$ cat src/rtl/muxn_rr_reg.sv
// muxn_rr_reg
//   Selects one of NUM_CH = 2**SEL_W source channels and registers the chosen
//   word into a one-entry output stage with valid/ready handshaking. The
//   channel is chosen either by a fixed select code (mode 0) or by a
//   round-robin arbiter over all requesting channels (mode 1).
//
// Ports
//   clk        system clock, rising edge
//   rst_n      synchronous active-low reset
//   in_data    packed channel data, channel k at [k*WIDTH +: WIDTH]
//   in_valid   per-channel request
//   in_ready   per-channel accept (one-hot or zero)
//   mode       0 = fixed select, 1 = round-robin
//   sel        channel index used in mode 0
//   out_data   registered selected data
//   out_ch     index of the channel that produced out_data
//   out_valid  output register holds valid data
//   out_ready  downstream accept
module muxn_rr_reg #(
  parameter int WIDTH = 32,
  parameter int SEL_W = 2
) (
  input  logic                        clk,
  input  logic                        rst_n,
  input  logic [(2**SEL_W)*WIDTH-1:0] in_data,
  input  logic [(2**SEL_W)-1:0]       in_valid,
  output logic [(2**SEL_W)-1:0]       in_ready,
  input  logic                        mode,
  input  logic [SEL_W-1:0]            sel,
  output logic [WIDTH-1:0]            out_data,
  output logic [SEL_W-1:0]            out_ch,
  output logic                        out_valid,
  input  logic                        out_ready
);

  localparam int NUM_CH = 2**SEL_W;

  // Round-robin search: first requester at or after start, wrapping.
  // Returns {found, index}. The index add wraps naturally at SEL_W bits.
  function automatic logic [SEL_W:0] rr_pick(input logic [NUM_CH-1:0] req,
                                             input logic [SEL_W-1:0]  start);
    logic             found;
    logic [SEL_W-1:0] idx;
    logic [SEL_W-1:0] cand;
    found = 1'b0;
    idx   = '0;
    for (int i = 0; i < NUM_CH; i++) begin
      cand = start + SEL_W'(i);
      if (!found && req[cand]) begin
        found = 1'b1;
        idx   = cand;
      end
    end
    return {found, idx};
  endfunction

  logic [WIDTH-1:0] chan [NUM_CH];
  logic [SEL_W-1:0] ptr;
  logic             gvld_p0;
  logic [SEL_W-1:0] gidx_p0;
  logic             load_en_p0;
  logic [WIDTH-1:0] data_p1;
  logic [SEL_W-1:0] ch_p1;
  logic             vld_p1;

  always_comb begin
    for (int k = 0; k < NUM_CH; k++) begin
      chan[k] = in_data[k*WIDTH +: WIDTH];
    end
  end

  // ---- p0: grant and accept (combinational) ----
  always_comb begin
    gvld_p0 = 1'b0;
    gidx_p0 = '0;
    if (!mode) begin
      gvld_p0 = in_valid[sel];
      gidx_p0 = sel;
    end else begin
      {gvld_p0, gidx_p0} = rr_pick(in_valid, ptr);
    end
  end

  // Empty or draining this cycle: a new word may replace the held one.
  assign load_en_p0 = ~vld_p1 | out_ready;

  always_comb begin
    in_ready = '0;
    if (rst_n && load_en_p0 && gvld_p0) begin
      in_ready[gidx_p0] = 1'b1;
    end
  end

  // ---- p1: output register ----
  always_ff @(posedge clk) begin
    if (!rst_n) begin
      vld_p1  <= 1'b0;
      data_p1 <= '0;
      ch_p1   <= '0;
      ptr     <= '0;
    end else if (load_en_p0) begin
      if (gvld_p0) begin
        data_p1 <= chan[gidx_p0];
        ch_p1   <= gidx_p0;
        vld_p1  <= 1'b1;
        // Only the arbiter advances the pointer; fixed select leaves it alone.
        if (mode) begin
          ptr <= gidx_p0 + 1'b1;
        end
      end else begin
        // Drained with nothing to replace it; data/channel keep last value.
        vld_p1 <= 1'b0;
      end
    end
  end

  assign out_data  = data_p1;
  assign out_ch    = ch_p1;
  assign out_valid = vld_p1;

endmodule

$ cat config.mk
export PLATFORM = sky130hd
export DESIGN_NAME = muxn_rr_reg
export DESIGN_NICKNAME = d
export VERILOG_FILES = /design/src/rtl/muxn_rr_reg.sv
export SDC_FILE = /design/constraint.sdc
export NUM_CORES = 1
export LEC_CHECK = 0
export CORE_MARGIN = 2
export CORE_UTILIZATION = 35
export CTS_CLUSTER_DIAMETER = 30
export DETAILED_ROUTE_END_ITERATION = 8
export PLACE_DENSITY_LB_ADDON = 0.05
export SYNTH_ARGS = -nofsm -noshare
export SYNTH_HDL_FRONTEND = slang
export SYNTH_SLANG_ARGS = --single-unit
$ cat constraint.sdc
create_clock -name clk -period 2.9 [get_ports clk]
set_input_delay 0.58 -clock clk [delete_from_list [all_inputs] [get_ports clk]]
set_output_delay 0.58 -clock clk [all_outputs]
set_load 0.05 [all_outputs]
==> results of run 1 <==
## state kept, by name (all words and copies together), names as in the netlist
signal	cells
out_data	32
out_ch	2
ptr	2
out_valid	1
## metrics by stage
step | worst slack, ns | setup TNS [ns]
after global routing | 0.0182 | 0
after global placement | -0.204 | -1.03
after detailed placement | -0.248 | -1.56
after floorplan | 0.109 | 0
final | 0.0939 | 0
after CTS | 0.00946 | 0
## critical path, cell delays in order
cell and delay [ns]:
clkdlybuf4s15_1 0.19, or4b_4 0.52, a311oi_4 0.29, nor3_2 0.09, and2_4 0.19, and3b_2 0.22, buf_12 0.15
## routing by layer
metal  global-route usage, %  vias up  routed length [um]
met3                    5.60        6                 823
li1                        -     1308                   -
met2                    36.1      121                4140
met4                    4.13        0                  75
met1                    23.8     1208                3200
met5                       0        -                   0
## where the power goes
group          leakage, nW  internal (mW)  total (mW)  switching, mW
registers            0.307          0.575       0.613         0.0380
logic                 1.78          0.522        1.03          0.508
clock network       0.0540          0.250       0.417          0.167
## cell usage after synthesis, types with 2 or more instances
master and n:
a21o_1 2, a22o_1 32, and3b_1 2, buf_2 13
buf_4 2, buf_6 5, dfxtp_1 37, inv_1 2
mux2i_1 100, nand2_1 5, nand2b_1 2, nand3b_1 2
nand4_1 2, nor2_1 5, nor2b_1 6, o211a_1 2
or2_2 2
## layout by cell type (no fill, tap or decap), types with 3 or more instances in the layout
master,netlist,layout
buf_4,2,34
buf_12,0,7
mux2i_1,100,100
clkbuf_8,0,5
clkdlybuf4s50_1,0,166
a22o_1,32,32
clkbuf_2,0,3
nor2b_1,6,4
nand2_1,5,5
dfxtp_1,37,35
## final timing paths
path	slack [ns]	depth (start not counted)	end	from
max reg2reg	0.65	9	out_data[25]$_SDFFE_PN0P_	ptr[0]$_SDFFE_PN0P_
min	0.48	1	out_data[30]$_SDFFE_PN0P_	out_data[30]$_SDFFE_PN0P_
min reg2reg	0.48	1	out_data[30]$_SDFFE_PN0P_	out_data[30]$_SDFFE_PN0P_
max	0.09	7	in_ready[0]	in_valid[2]
## cells by family (layout without fill, tap and decap cells)
logic type             count (synthesis)  in the layout  synth area share (%)
multiplexers                         101            101                  40.7
AO/OA/AOI/OAI                         44             44                  15.6
flip-flops                            37             37                  29.5
AND/OR/NAND/NOR                       33             33                  8.01
buffers and inverters                 23            223                  5.87
XOR/XNOR                               1              1                 0.348
## final cells by class
type | instances | share of cell area [%]
sequential | 37 | 15.6
tap | 96 | 2.51
multi-input combinational | 179 | 35.4
clock inverter | 2 | 0.733
inverter | 2 | 0.157
timing repair buffer | 214 | 44.2
clock buffer | 5 | 1.44
## timing repair
action,4_1_cts,5_1_grt
pin swaps,6,6
hold buffers,0,0
resized for setup,13,11
buffers inserted,5,3
endpoints found under the setup margin,4,4
==> reports/metrics.yaml, run 1 <==
status:
  status: "finished clean"
route:
  drcViolationCount: 0
  postRouteAntennaNets: 0
  drt-wirelength-per-cell_um: 15.4
  firstDrtPassIters: 4
  first_iter_violations: 58
  viasPerCell: 4.94
  routed_wl_um: 8240
  vias: 2643
power_and_ir_drop:
  ir_worst_vdd_mv: 0.375
  p_total_mw: 2.06
  p_leak_nw: 2.14
  power.density_mw_per_mm2: 431
sta:
  rsz0062_at_grt: "false"
  worstMarginPinSlew_ns: 0.540
  min_period_over_period_pct: 96.8
  period_minus_slack_ns: 2.81
  final_max_slew_viol_count: 0
  fin_skew_ns: 0.00513
  relSlewSlack_pct: 63.9
  finalSetupViolCount: 0
  whs_ns: 0.479
  fmax_mhz: 356
  finalHoldViolations: 0
placement:
  numPortBuffers: 176
  dpl.hpwl_um: 6610
  dpl_cell_area_mm2: 0.00460
  gp_congestion: 0.733
  dp_cells: 520
grt:
  overflow: 0
  antenna_found_initial: 0
  grt_max_degree: 23
  grt_pass1_vias: 2651
  grt_pass1_wl_um: 12500
  grt_usage_pct: 20.1
clock_tree:
  cts_buffers: 5
  clock-sinks: 37
  cts.reportedPaths.clkPinSlew_ns: 0.07
  cts_tree: "built"
  clock_latency_ns: 0.27
  htree_levels: 2
  cts-root-buf: "clkbuf_8"
  cts.path.max_buffers: 2
floorplan:
  dieHeight_um: 88.7
  num_rows: 30
  fp.coreArea_mm2: 0.00687
  initial_core_util_pct: 36.6
  die_area_mm2: 0.00788
  ios: 177
  dieWidth_um: 88.7
yosys:
  syn_nets: 377
  ys.flop_type: "dfxtp_1"
  synth_edf_count: 0
  ys_ff_latch: 37
  synth_top_area_share_pct: 39.8
  yosys.area.top_type: "mux2i_1"
  syn-cell-area_mm2: 0.00251
  seq_area_frac_synth_pct: 29.5
  synth_area_leaders: "mux2i_1 (40%), dfxtp_1 (29%), a22o_1 (11%)"
  synth_area_per_cell_um2: 10.5
  netlist_instances: 239
  synthDistinctLibCells: 35
  async_reset_ff_share_pct: 0
  synth_warnings: 0
cells_and_area:
  nNetsFinal: 577
  drive_gt1_share_pct: 16.4
  fin_cells: 535
  fillers: 561
  multiInputGateArea_mm2: 0.00169
  stdcell_area_mm2: 0.00478
  seq_area_um2: 743
  synthToLayoutAreaGrowth_pct: 90.0
  final_core_util_pct: 69.5
  diodes: 0
setup_path:
  worst_setup_path_start_kind: "input pin"
  cp-end-kind: "primary output"
  crit_fanout: 6
  critPathArrivalTime_ns: 2.23
  critical_path_class: "input pin to primary output"
  crit_required_ns: 2.32
hold_path:
  hold_class: "flop to flop"
flow_run:
  maxCapViolCount: 0
No activity file was read; power rests on OpenSTA's default activity.
==> run 2: changes to the inputs <==
CORE_UTILIZATION = 36   (was 35)
CTS_BUF_LIST = sky130_fd_sc_hd__clkbuf_4 sky130_fd_sc_hd__clkbuf_8   (was unset)
==> reports/metrics.yaml, run 2 (synthesized netlist as in run 1, its figures left out) <==
cells_and_area:
  nNetsFinal: 567
  largest_register_ffs: 32
  diodes: 0
  final_common_cell: "clkdlybuf4s50_1"
  synthToLayoutAreaGrowth_pct: 88.8
  drive_gt1_share_pct: 14.2
  layout_common_cells: "clkdlybuf4s50_1 (167), mux2i_1 (99), dfxtp_1 (36)"
  fin_cells: 526
route:
  firstDrtPassIters: 4
  first_iter_violations: 73
  routed_wl_um: 7870
  vias: 2594
  drt-wirelength-per-cell_um: 15.0
  drcViolationCount: 0
  postRouteAntennaNets: 0
  viasPerCell: 4.93
grt:
  grt_pass1_vias: 2650
  overflow: 0
  antenna_found_initial: 0
  grt_usage_pct: 19.9
  grt_pass1_wl_um: 12200
  grt_max_degree: 35
sta:
  relSlewSlack_pct: 58.5
  setup_ws_ns: 0.0545
  worstMarginPinSlew_ns: 0.623
  min_period_over_period_pct: 98.1
  final_max_slew_viol_count: 0
  period_minus_slack_ns: 2.85
  finalSetupViolCount: 0
  fmax_mhz: 351
  finalHoldViolations: 0
  rsz0062_at_grt: "false"
  fin_skew_ns: 0.00587
clock_tree:
  cts.reportedPaths.clkPinSlew_ns: 0.07
  cts_hold_buf: 0
  htree_levels: 2
  cts.path.max_buffers: 2
  clock-sinks: 37
  cts_buffers: 5
  cts_tree: "built"
  cts-root-buf: "clkbuf_8"
  clock_latency_ns: 0.28
setup_path:
  crit_path_end: "in_ready[0]"
  critPathArrivalTime_ns: 2.27
  crit_required_ns: 2.32
  regToRegEndpoint: "out_data[9]$_SDFFE_PN0P_"
  r2r_slack_ns: 0.50
  rr_startpoint: "ptr[0]$_SDFFE_PN0P_"
  critical_path_class: "input pin to primary output"
  worstRegToRegCells: 10
  worst_setup_path_start_kind: "input pin"
  crit_fanout: 5
  cp-startpoint: "in_valid[2]"
  cp-end-kind: "primary output"
power_and_ir_drop:
  ir_worst_vdd_mv: 0.258
  p_clk_share_pct: 22.1
  power_frac_comb_pct: 48.6
  p_sw_mw: 0.724
  p_total_mw: 2.09
  p_leak_nw: 2.10
  swShare_pct: 34.6
  seq_power_share_pct: 29.3
  internal_power_mw: 1.37
  power.density_mw_per_mm2: 441
floorplan:
  dieHeight_um: 87.6
  num_rows: 30
  fp.coreArea_mm2: 0.00679
  dieWidth_um: 87.6
  initial_core_util_pct: 37.0
  die_area_mm2: 0.00767
  ios: 177
placement:
  gp_congestion: 0.748
  dp_cells: 512
  pre_cts_ws_ns: -0.353
  dpl.hpwl_um: 6170
  numPortBuffers: 176
status:
  status: "finished clean"
hold_path:
  hold_class: "flop to flop"
flow_run:
  maxCapViolCount: 0
run 2: worst min path at each step:
stage          slack, ns  cells past startpoint                         to                       from
2_1_floorplan       0.57                      3        ptr[1]$_SDFFE_PN0P_        ptr[1]$_SDFFE_PN0P_
3_3_place_gp        0.46                      1  out_data[26]$_SDFFE_PN0P_  out_data[26]$_SDFFE_PN0P_
3_5_place_dp        0.46                      1  out_data[30]$_SDFFE_PN0P_  out_data[30]$_SDFFE_PN0P_
4_1_cts             0.49                      1  out_data[17]$_SDFFE_PN0P_  out_data[17]$_SDFFE_PN0P_
5_1_grt             0.50                      1  out_data[27]$_SDFFE_PN0P_  out_data[27]$_SDFFE_PN0P_
6_report            0.48                      1  out_data[18]$_SDFFE_PN0P_  out_data[18]$_SDFFE_PN0P_
run 2: stage by stage:
step	util [%]	hold slack (ns)	setup TNS (ns)	instance area [um2]
finish	69.9	0.477	0	4750
global route	69.9	0.497	0	4750
CTS	69.8	0.485	0	4740
detailed placement	67.0	0.457	-4.02	4550
global placement	67.0	0.460	-3.08	4550
floorplan	-	0.573	0	2520
run 2: cell type report:
class,instances,area (um2)
Timing Repair Buffer,204,2060
Fill cell,557,2050
Multi-Input combinational cell,179,1700
Sequential cell,37,742
Tap cell,96,120
Clock buffer,6,82.6
Clock inverter,2,37.5
Inverter,2,7.51
run 2: repair_timing:
| action | CTS | global route |
|---|---|---|
| setup buffers | 6 | 0 |
| gates resized for setup | 15 | 4 |
| endpoints found under the hold margin | 0 | 0 |
| pin swaps | 6 | 2 |
| endpoints found under the setup margin | 4 | 3 |
| gates cloned | 0 | 0 |
run 2: power groups by stage:
stage | Clock, mW | Combinational (mW) | Sequential (mW)
2_1_floorplan | 0 | 0.367 | 0.832
3_3_place_gp | 0 | 0.998 | 0.620
3_5_place_dp | 0 | 1.01 | 0.622
4_1_cts | 0.481 | 1.03 | 0.611
5_1_grt | 0.505 | 1.08 | 0.621
6_report | 0.462 | 1.02 | 0.612
run 2: worst max-delay path, stage by stage:
cell and delay, ns:
dlygate4sd2_1 0.24, or4b_4 0.54, a311oi_4 0.29, nor3_2 0.08
and2_4 0.16, and3b_2 0.22, buf_12 0.15
run 2: routing by layer:
metal | vias to the layer above | wire length (um) | track usage (%)
met5 | - | 0 | 0
li1 | 1288 | - | -
met4 | 0 | 83 | 5.03
met3 | 10 | 740 | 6.22
met2 | 106 | 3930 | 37.7
met1 | 1190 | 3110 | 21.4
